File: config.mk
export PLATFORM = sky130hd
export DESIGN_NAME = mem_bus_arbiter
export DESIGN_NICKNAME = d
export VERILOG_FILES = /design/src/rtl/mem_bus_arbiter.sv
export SDC_FILE = /design/constraint.sdc
export NUM_CORES = 1
export LEC_CHECK = 0
export BUFFER_PORTS_ARGS = -buffer_cell sky130_fd_sc_hd__buf_2
export CORE_AREA = 2 2 211 213
export DETAILED_ROUTE_END_ITERATION = 16
export DIE_AREA = 0 0 213 215
export SYNTH_ARGS = -nofsm -noshare
export SYNTH_HDL_FRONTEND = slang
export SYNTH_SLANG_ARGS = --single-unit
export TNS_END_PERCENT = 50
File: constraint.sdc
create_clock -name clk -period 8.75 [get_ports clk]
set_input_delay 0.4375 -clock clk [delete_from_list [all_inputs] [get_ports clk]]
set_output_delay 0.4375 -clock clk [all_outputs]
set_load 0.02 [all_outputs]
File: src/rtl/mem_bus_arbiter.sv
// mem_bus_arbiter
//   Shares a single memory port (cbus) between the fetch stage's read-only
//   instruction bus (ibus) and the MEM stage's data bus (dbus). Only one
//   transaction is outstanding at a time. dbus wins ties, but after
//   STARVE_LIMIT consecutive dbus grants while ibus was waiting, ibus is
//   forced through.
//
// Ports
//   clk, rst                 clock, asynchronous active-high reset
//   ireq_valid/ireq_addr     fetch read request
//   iresp_addr_ok            ibus request accepted (combinational, IDLE only)
//   iresp_data_ok/_data      ibus read data returned (same cycle as cresp_ready)
//   dreq_*                   data request (write, addr, size, strobe, wdata)
//   dresp_addr_ok            dbus request accepted (combinational, IDLE only)
//   dresp_data_ok/_data      dbus transaction done / load data
//   creq_*                   registered memory request, held until cresp_ready
//   cresp_ready/cresp_data   single-beat memory response
module mem_bus_arbiter #(
  parameter int ADDR_W       = 64,
  parameter int DATA_W       = 64,
  parameter int STARVE_LIMIT = 4
) (
  input  logic                clk,
  input  logic                rst,
  input  logic                ireq_valid,
  input  logic [ADDR_W-1:0]   ireq_addr,
  output logic                iresp_addr_ok,
  output logic                iresp_data_ok,
  output logic [DATA_W-1:0]   iresp_data,
  input  logic                dreq_valid,
  input  logic                dreq_write,
  input  logic [ADDR_W-1:0]   dreq_addr,
  input  logic [2:0]          dreq_size,
  input  logic [DATA_W/8-1:0] dreq_strobe,
  input  logic [DATA_W-1:0]   dreq_wdata,
  output logic                dresp_addr_ok,
  output logic                dresp_data_ok,
  output logic [DATA_W-1:0]   dresp_data,
  output logic                creq_valid,
  output logic                creq_write,
  output logic [ADDR_W-1:0]   creq_addr,
  output logic [2:0]          creq_size,
  output logic [DATA_W/8-1:0] creq_strobe,
  output logic [DATA_W-1:0]   creq_wdata,
  input  logic                cresp_ready,
  input  logic [DATA_W-1:0]   cresp_data
);

  localparam int STRB_W = DATA_W / 8;
  localparam int CNT_W  = $clog2(STARVE_LIMIT + 1);
  localparam logic [CNT_W-1:0] LIMIT = CNT_W'(STARVE_LIMIT);

  typedef enum logic [1:0] {IDLE, IBUSY, DBUSY} state_t;

  state_t              state_reg, state_next;
  logic [CNT_W-1:0]    starve_cnt_reg, starve_cnt_next;
  logic                creq_valid_reg, creq_valid_next;
  logic                creq_write_reg, creq_write_next;
  logic [ADDR_W-1:0]   creq_addr_reg, creq_addr_next;
  logic [2:0]          creq_size_reg, creq_size_next;
  logic [STRB_W-1:0]   creq_strobe_reg, creq_strobe_next;
  logic [DATA_W-1:0]   creq_wdata_reg, creq_wdata_next;
  logic                grant_i, grant_d;
  logic [STRB_W-1:0]   dstrobe_masked;

  // Loads never drive byte enables onto the memory bus.
  generate
    for (genvar gi = 0; gi < STRB_W; gi++) begin : g_strb
      assign dstrobe_masked[gi] = dreq_strobe[gi] & dreq_write;
    end
  endgenerate

  always_comb begin
    state_next       = state_reg;
    starve_cnt_next  = starve_cnt_reg;
    creq_valid_next  = creq_valid_reg;
    creq_write_next  = creq_write_reg;
    creq_addr_next   = creq_addr_reg;
    creq_size_next   = creq_size_reg;
    creq_strobe_next = creq_strobe_reg;
    creq_wdata_next  = creq_wdata_reg;
    grant_i          = 1'b0;
    grant_d          = 1'b0;
    iresp_data_ok    = 1'b0;
    dresp_data_ok    = 1'b0;

    case (state_reg)
      IDLE: begin
        // cresp_ready is ignored here: nothing is outstanding.
        if (ireq_valid && (!dreq_valid || starve_cnt_reg == LIMIT)) begin
          grant_i = 1'b1;
        end else if (dreq_valid) begin
          grant_d = 1'b1;
        end

        if (grant_i) begin
          state_next       = IBUSY;
          creq_valid_next  = 1'b1;
          creq_write_next  = 1'b0;
          creq_addr_next   = ireq_addr;
          creq_size_next   = 3'd3;
          creq_strobe_next = '0;
          creq_wdata_next  = '0;
          starve_cnt_next  = '0;
        end else if (grant_d) begin
          state_next       = DBUSY;
          creq_valid_next  = 1'b1;
          creq_write_next  = dreq_write;
          creq_addr_next   = dreq_addr;
          creq_size_next   = dreq_size;
          creq_strobe_next = dstrobe_masked;
          creq_wdata_next  = dreq_wdata;
          if (ireq_valid && starve_cnt_reg != LIMIT) begin
            starve_cnt_next = starve_cnt_reg + CNT_W'(1);
          end
        end

        // ibus not waiting means nobody is being starved.
        if (!ireq_valid) begin
          starve_cnt_next = '0;
        end
      end
      IBUSY: begin
        if (cresp_ready) begin
          iresp_data_ok   = 1'b1;
          creq_valid_next = 1'b0;
          state_next      = IDLE;
        end
      end
      DBUSY: begin
        if (cresp_ready) begin
          dresp_data_ok   = 1'b1;
          creq_valid_next = 1'b0;
          state_next      = IDLE;
        end
      end
      default: begin
        state_next      = IDLE;
        creq_valid_next = 1'b0;
      end
    endcase
  end

  always_ff @(posedge clk or posedge rst) begin
    if (rst) begin
      state_reg       <= IDLE;
      starve_cnt_reg  <= '0;
      creq_valid_reg  <= 1'b0;
      creq_write_reg  <= 1'b0;
      creq_addr_reg   <= '0;
      creq_size_reg   <= '0;
      creq_strobe_reg <= '0;
      creq_wdata_reg  <= '0;
    end else begin
      state_reg       <= state_next;
      starve_cnt_reg  <= starve_cnt_next;
      creq_valid_reg  <= creq_valid_next;
      creq_write_reg  <= creq_write_next;
      creq_addr_reg   <= creq_addr_next;
      creq_size_reg   <= creq_size_next;
      creq_strobe_reg <= creq_strobe_next;
      creq_wdata_reg  <= creq_wdata_next;
    end
  end

  assign iresp_addr_ok = grant_i;
  assign dresp_addr_ok = grant_d;
  assign iresp_data    = cresp_data;
  assign dresp_data    = cresp_data;
  assign creq_valid    = creq_valid_reg;
  assign creq_write    = creq_write_reg;
  assign creq_addr     = creq_addr_reg;
  assign creq_size     = creq_size_reg;
  assign creq_strobe   = creq_strobe_reg;
  assign creq_wdata    = creq_wdata_reg;

endmodule

---- Yosys cells after proc, flatten, opt, wreduce, memory -nomap -nowiden ----
Index checks and enable logic that the tools add are counted.
cells by class
  add/sub/neg operators ................... 1
  eq/ne operators ......................... 8
  mux-type cells .......................... 32
  bitwise operators ....................... 8
  reductions and logical operators ........ 10
operators by type and width
  operator                                                number
  two-way mux 64 bit                                      4
  two-way mux 3 bit                                       6
  two-way mux 8 bit                                       2
  two-way mux 1 bit                                       15
  bitwise AND 1 bit                                       8
  two-way mux 2 bit                                       3
  inequality test 3 x 1 -> 1 bit (second input constant)  2
  inequality test 3 bit (second input constant)           2
  case mux 2 bit (2 select lines)                         1
  AND reduction 2 bit                                     2
  adder 3 x 1 -> 3 bit (second input constant)            1
  == test 3 bit (second input constant)                   1
  AND reduction 3 bit                                     1
  == test 2 x 1 -> 1 bit (second input constant)          1
  == test 2 bit (second input constant)                   1
  logical AND 1 bit                                       2
  logical NOT 2 bit                                       1
  inequality test 2 x 1 -> 1 bit (second input constant)  1
  case mux 1 bit (2 select lines)                         1
  nonzero test 2 bit                                      1
  OR reduction 2 bit                                      1
  logical NOT 1 bit                                       1
  logical OR 1 bit                                        1
storage, ports and cells
  register bits after elaboration ......... 146
  input bits .............................. 273
  output and inout port bits .............. 273

---- Depth between registers and ports, before layout ----
  depth after elaboration ................. 8
  mapped depth ............................ 8
  mapped depth without buffers ............ 5

---- Worst setup path after synthesis ----
No wires, ideal clock.
  kind .................................... register to output
  start point ............................. reg state_reg[0]
  end point ............................... out iresp_addr_ok
  arrival time ............................ 1,390 ps
  path slack .............................. 6,923 ps
  stages on the path, launching flop included .. 6
  buffers on the path ..................... 2
  cell sequence ........................... dfrtp_1 > inv_1 > ha_1 > buf_2 > buf_1 > and3_1
between the ends
  word-level cells in the longest chain between the ends .. 2
ends and longest elaborated chain
  what                      RTL line  source
  start: declaration        55        state_t state_reg, state_next;
  start signal: assignment  155       state_reg <= state_next;
  logical NOT 2 bit         87        case (state_reg)
  two-way mux 1 bit         87
  end: declaration          27        output logic iresp_addr_ok,
Every way passes these cells.

---- Worst setup path in the final report ----
  start point ............................. reg state_reg[0]
  end point ............................... reg creq_addr_reg[17], in the netlist creq_addr[17]
between the ends
  word-level cells in the longest chain between the ends .. 2
ends and longest elaborated chain
  what                                  RTL line  source
  logical NOT 2 bit                     87
  AND reduction 2 bit (no source line)  --
  end signal: assignment                159       creq_addr_reg <= creq_addr_next;
  end: declaration                      59        logic [ADDR_W-1:0] creq_addr_reg, creq_addr_next;
Every way passes these cells.
A chain may end at the register's enable or synchronous reset.

==> results.json <==
{
  "status": "complete, no violations",
  "area_delta_synth_final_pct": 25.0,
  "tns_ns": 0,
  "grt_pass1_vias": 6564,
  "rows": 77,
  "cp.required_ns": 9.13,
  "io_pins": 546,
  "antenna_found_initial": 1,
  "crit_type": "reg2reg",
  "worstSkewPairLatency_ns": 0.48,
  "synth_warnings": 0,
  "dr_total_vias": 6717,
  "synthesis.nets": 1122,
  "fmax_ghz": 0.302,
  "grt-ovfl-total": 0,
  "cts_root_buf": "clkbuf_16",
  "slew_viol_final": 0,
  "grt_max_degree": 104,
  "r2r_end": "creq_addr[17]$_DFFE_PP0P_",
  "nets": 1307,
  "core_area_sq_mm": 0.0436,
  "hpwl_mm": 19.5,
  "cts_buffer_depth": 2,
  "setup_viol": 0,
  "die_h_microns": 215,
  "worstPathArrival_ns": 3.69,
  "r2r_start": "state_reg[0]$_DFFE_PP0P_",
  "r2r_slack_ns": 5.43,
  "rsz0062_at_grt": "false",
  "worst_pin_slew_ns": 1.19,
  "drt_pre_antenna_iters": 4,
  "p_per_area_mw_per_mm2": 377,
  "clock-sinks": 146,
  "crit_slowest_cell": "buf_4",
  "postCtsSetupRepairBufs": 0,
  "crit_top_cell": "buf_4",
  "ys_ff_latch": 146,
  "postRouteAntennaNets": 0,
  "ir_worst_vdd_v": 0.000121,
  "cts_buffers": 17,
  "place_congestion": 0.771,
  "cts_tree": "yes",
  "cpPeakStageDelay_ns": 0.75,
  "dieArea_sq_mm": 0.0458,
  "final_hold_viol_count": 0,
  "cp_num_buf_inv": 3,
  "drt_first_iter_violations": 446,
  "critical-path-top-delay-family": "buffers and inverters",
  "cap_violations": 0,
  "path_clk_slew_ns": 0.07,
  "endpoint_kind": "register",
  "fin_crit_ns": 3.32,
  "netlist_top_cells_area": "dfrtp_1 49%, buf_4 13%, nand2_1 13%",
  "syn_inst": 844,
  "r2r_cells": 7,
  "ys_types": 30,
  "syn_avg_cell_area_sq_um": 8.92,
  "wl_mm": 26.9,
  "synth_largest_area_cell": "dfrtp_1",
  "drc": 0,
  "crit_chain": "inv_1 -> ha_4 -> buf_4 -> o21a_4 -> buf_4 -> nand2_1 -> o211ai_1",
  "slew_headroom_pct": 20.9,
  "wl_per_cell_microns": 16.5,
  "die_x_microns": 213,
  "drive_above_1_share_pct": 38.3,
  "period_share_pct": 37.9,
  "post_drt_via_cell_ratio": 4.11,
  "synth_seq_area_share_pct": 48.5,
  "startpoint_type": "register",
  "critPathMaxFanout": 80,
  "htreeDepth": 4,
  "grt_pass1_wl_mm": 39.5,
  "synth_top_area_share_pct": 48.5,
  "hp-class": "in2async",
  "holdWs_ns": 0.0808,
  "dp_cells": 1602,
  "grt_util_all_layers_pct": 11.6,
  "finalClockSkew_ns": 0.0155,
  "ctsResizeCount": 0,
  "fin_cells": 1634,
  "initial_core_util_pct": 17.3,
  "p_leak_nw": 4.52,
  "antenna-diode-count": 0,
  "synthesis.area_sq_mm": 0.00753,
  "ctsHoldBuffers": 0,
  "port_buffers": 353
}
metal layers:
metal	share of wire [%]	vias to the layer above	track usage, %
met4	4.2	2	7.11
met5	0.18	-	0.862
met3	11	66	5.06
li1	-	3097	-
met2	48	398	19.3
met1	37	3154	12.0
worst register-to-register path, stage by stage (launching register included):
cell and delay [ns]:
dfrtp_1 0.40, inv_1 0.13, ha_4 0.14, buf_4 0.66, o21a_4 0.66, buf_4 0.76
nand2_1 0.29, o211ai_1 0.19
cell usage in the layout (no fill, tap or decap), types with 5 or more instances in the layout:
| cell | netlist | layout |
|---|---|---|
| nand4_1 | 65 | 65 |
| buf_2 | 15 | 353 |
| o21ai_1 | 7 | 7 |
| inv_1 | 6 | 5 |
| dfrtp_1 | 146 | 146 |
| buf_4 | 133 | 8 |
| nor2_1 | 6 | 6 |
| a22o_1 | 10 | 10 |
| clkbuf_16 | 0 | 17 |
| o21ai_0 | 59 | 59 |
| o211ai_1 | 64 | 64 |
| nand2_1 | 259 | 259 |
worst max-delay path by stage:
stage / cells past startpoint / end / start / slack [ns]
after floorplan: 1 / creq_addr[0]$_DFFE_PP0P_ / rst / 4.39
after detailed placement: 5 / creq_wdata[21]$_DFFE_PP0P_ / ireq_valid / 5.19
final: 7 / creq_addr[17]$_DFFE_PP0P_ / state_reg[0]$_DFFE_PP0P_ / 5.43
after CTS: 7 / creq_addr[17]$_DFFE_PP0P_ / state_reg[0]$_DFFE_PP0P_ / 5.41
after global placement: 6 / creq_addr[17]$_DFFE_PP0P_ / ireq_valid / 5.25
after global routing: 7 / creq_addr[18]$_DFFE_PP0P_ / state_reg[0]$_DFFE_PP0P_ / 5.18
metrics by stage:
stage,setup WS (ns),cell area (sq um),power [mW],utilization [%]
after CTS,5.41,9410,3.60,21.6
after global placement,5.25,8800,2.77,20.2
after global routing,5.18,9410,3.79,21.6
final,5.43,9410,3.55,21.6
after detailed placement,5.19,8800,2.80,20.2
after floorplan,4.39,7530,2.29,-
logic make-up after synthesis:
family / Yosys count / share of synthesized area, %
AND/OR/NAND/NOR: 339 / 19.4
buffers and inverters: 201 / 18.0
flip-flops: 146 / 48.5
AO/OA/AOI/OAI: 152 / 13.2
adder cells (fa/ha/maj): 5 / 0.831
multiplexers: 1 / 0.133
Yosys cell counts:
cell / number
dfrtp_1: 146
o21ai_1: 7
mux2i_1: 1
buf_6: 11
nor2_1: 6
and3_1: 2
nand3_1: 2
o211ai_1: 64
a22o_1: 10
buf_4: 133
o31ai_1: 1
o21ai_2: 1
and2_1: 2
nand4_1: 65
a21oi_1: 2
a21bo_2: 1
inv_1: 6
a21o_1: 3
and2_4: 1
o21a_1: 1
nand2_1: 259
a31oi_2: 1
clkbuf_1: 29
buf_1: 7
nor2b_1: 2
o21ai_0: 59
buf_2: 15
a41oi_1: 1
a21boi_0: 1
ha_1: 5
area by class of cell:
class / count / area [sq um]
clock buffers: 20 / 457
clock inverters: 12 / 156
inverters: 6 / 27.5
fillers: 4841 / 34200
multi-input cells: 497 / 2550
well taps: 592 / 741
repair buffers: 361 / 1830
flip-flops and latches: 146 / 3650
where the power goes:
part / leakage, nW / internal, mW / switching (mW)
combinational: 2.41 / 0.493 / 1.10
clock: 0.289 / 0.463 / 0.313
sequential: 1.82 / 1.00 / 0.178
Power figures use the tool's default switching activity.
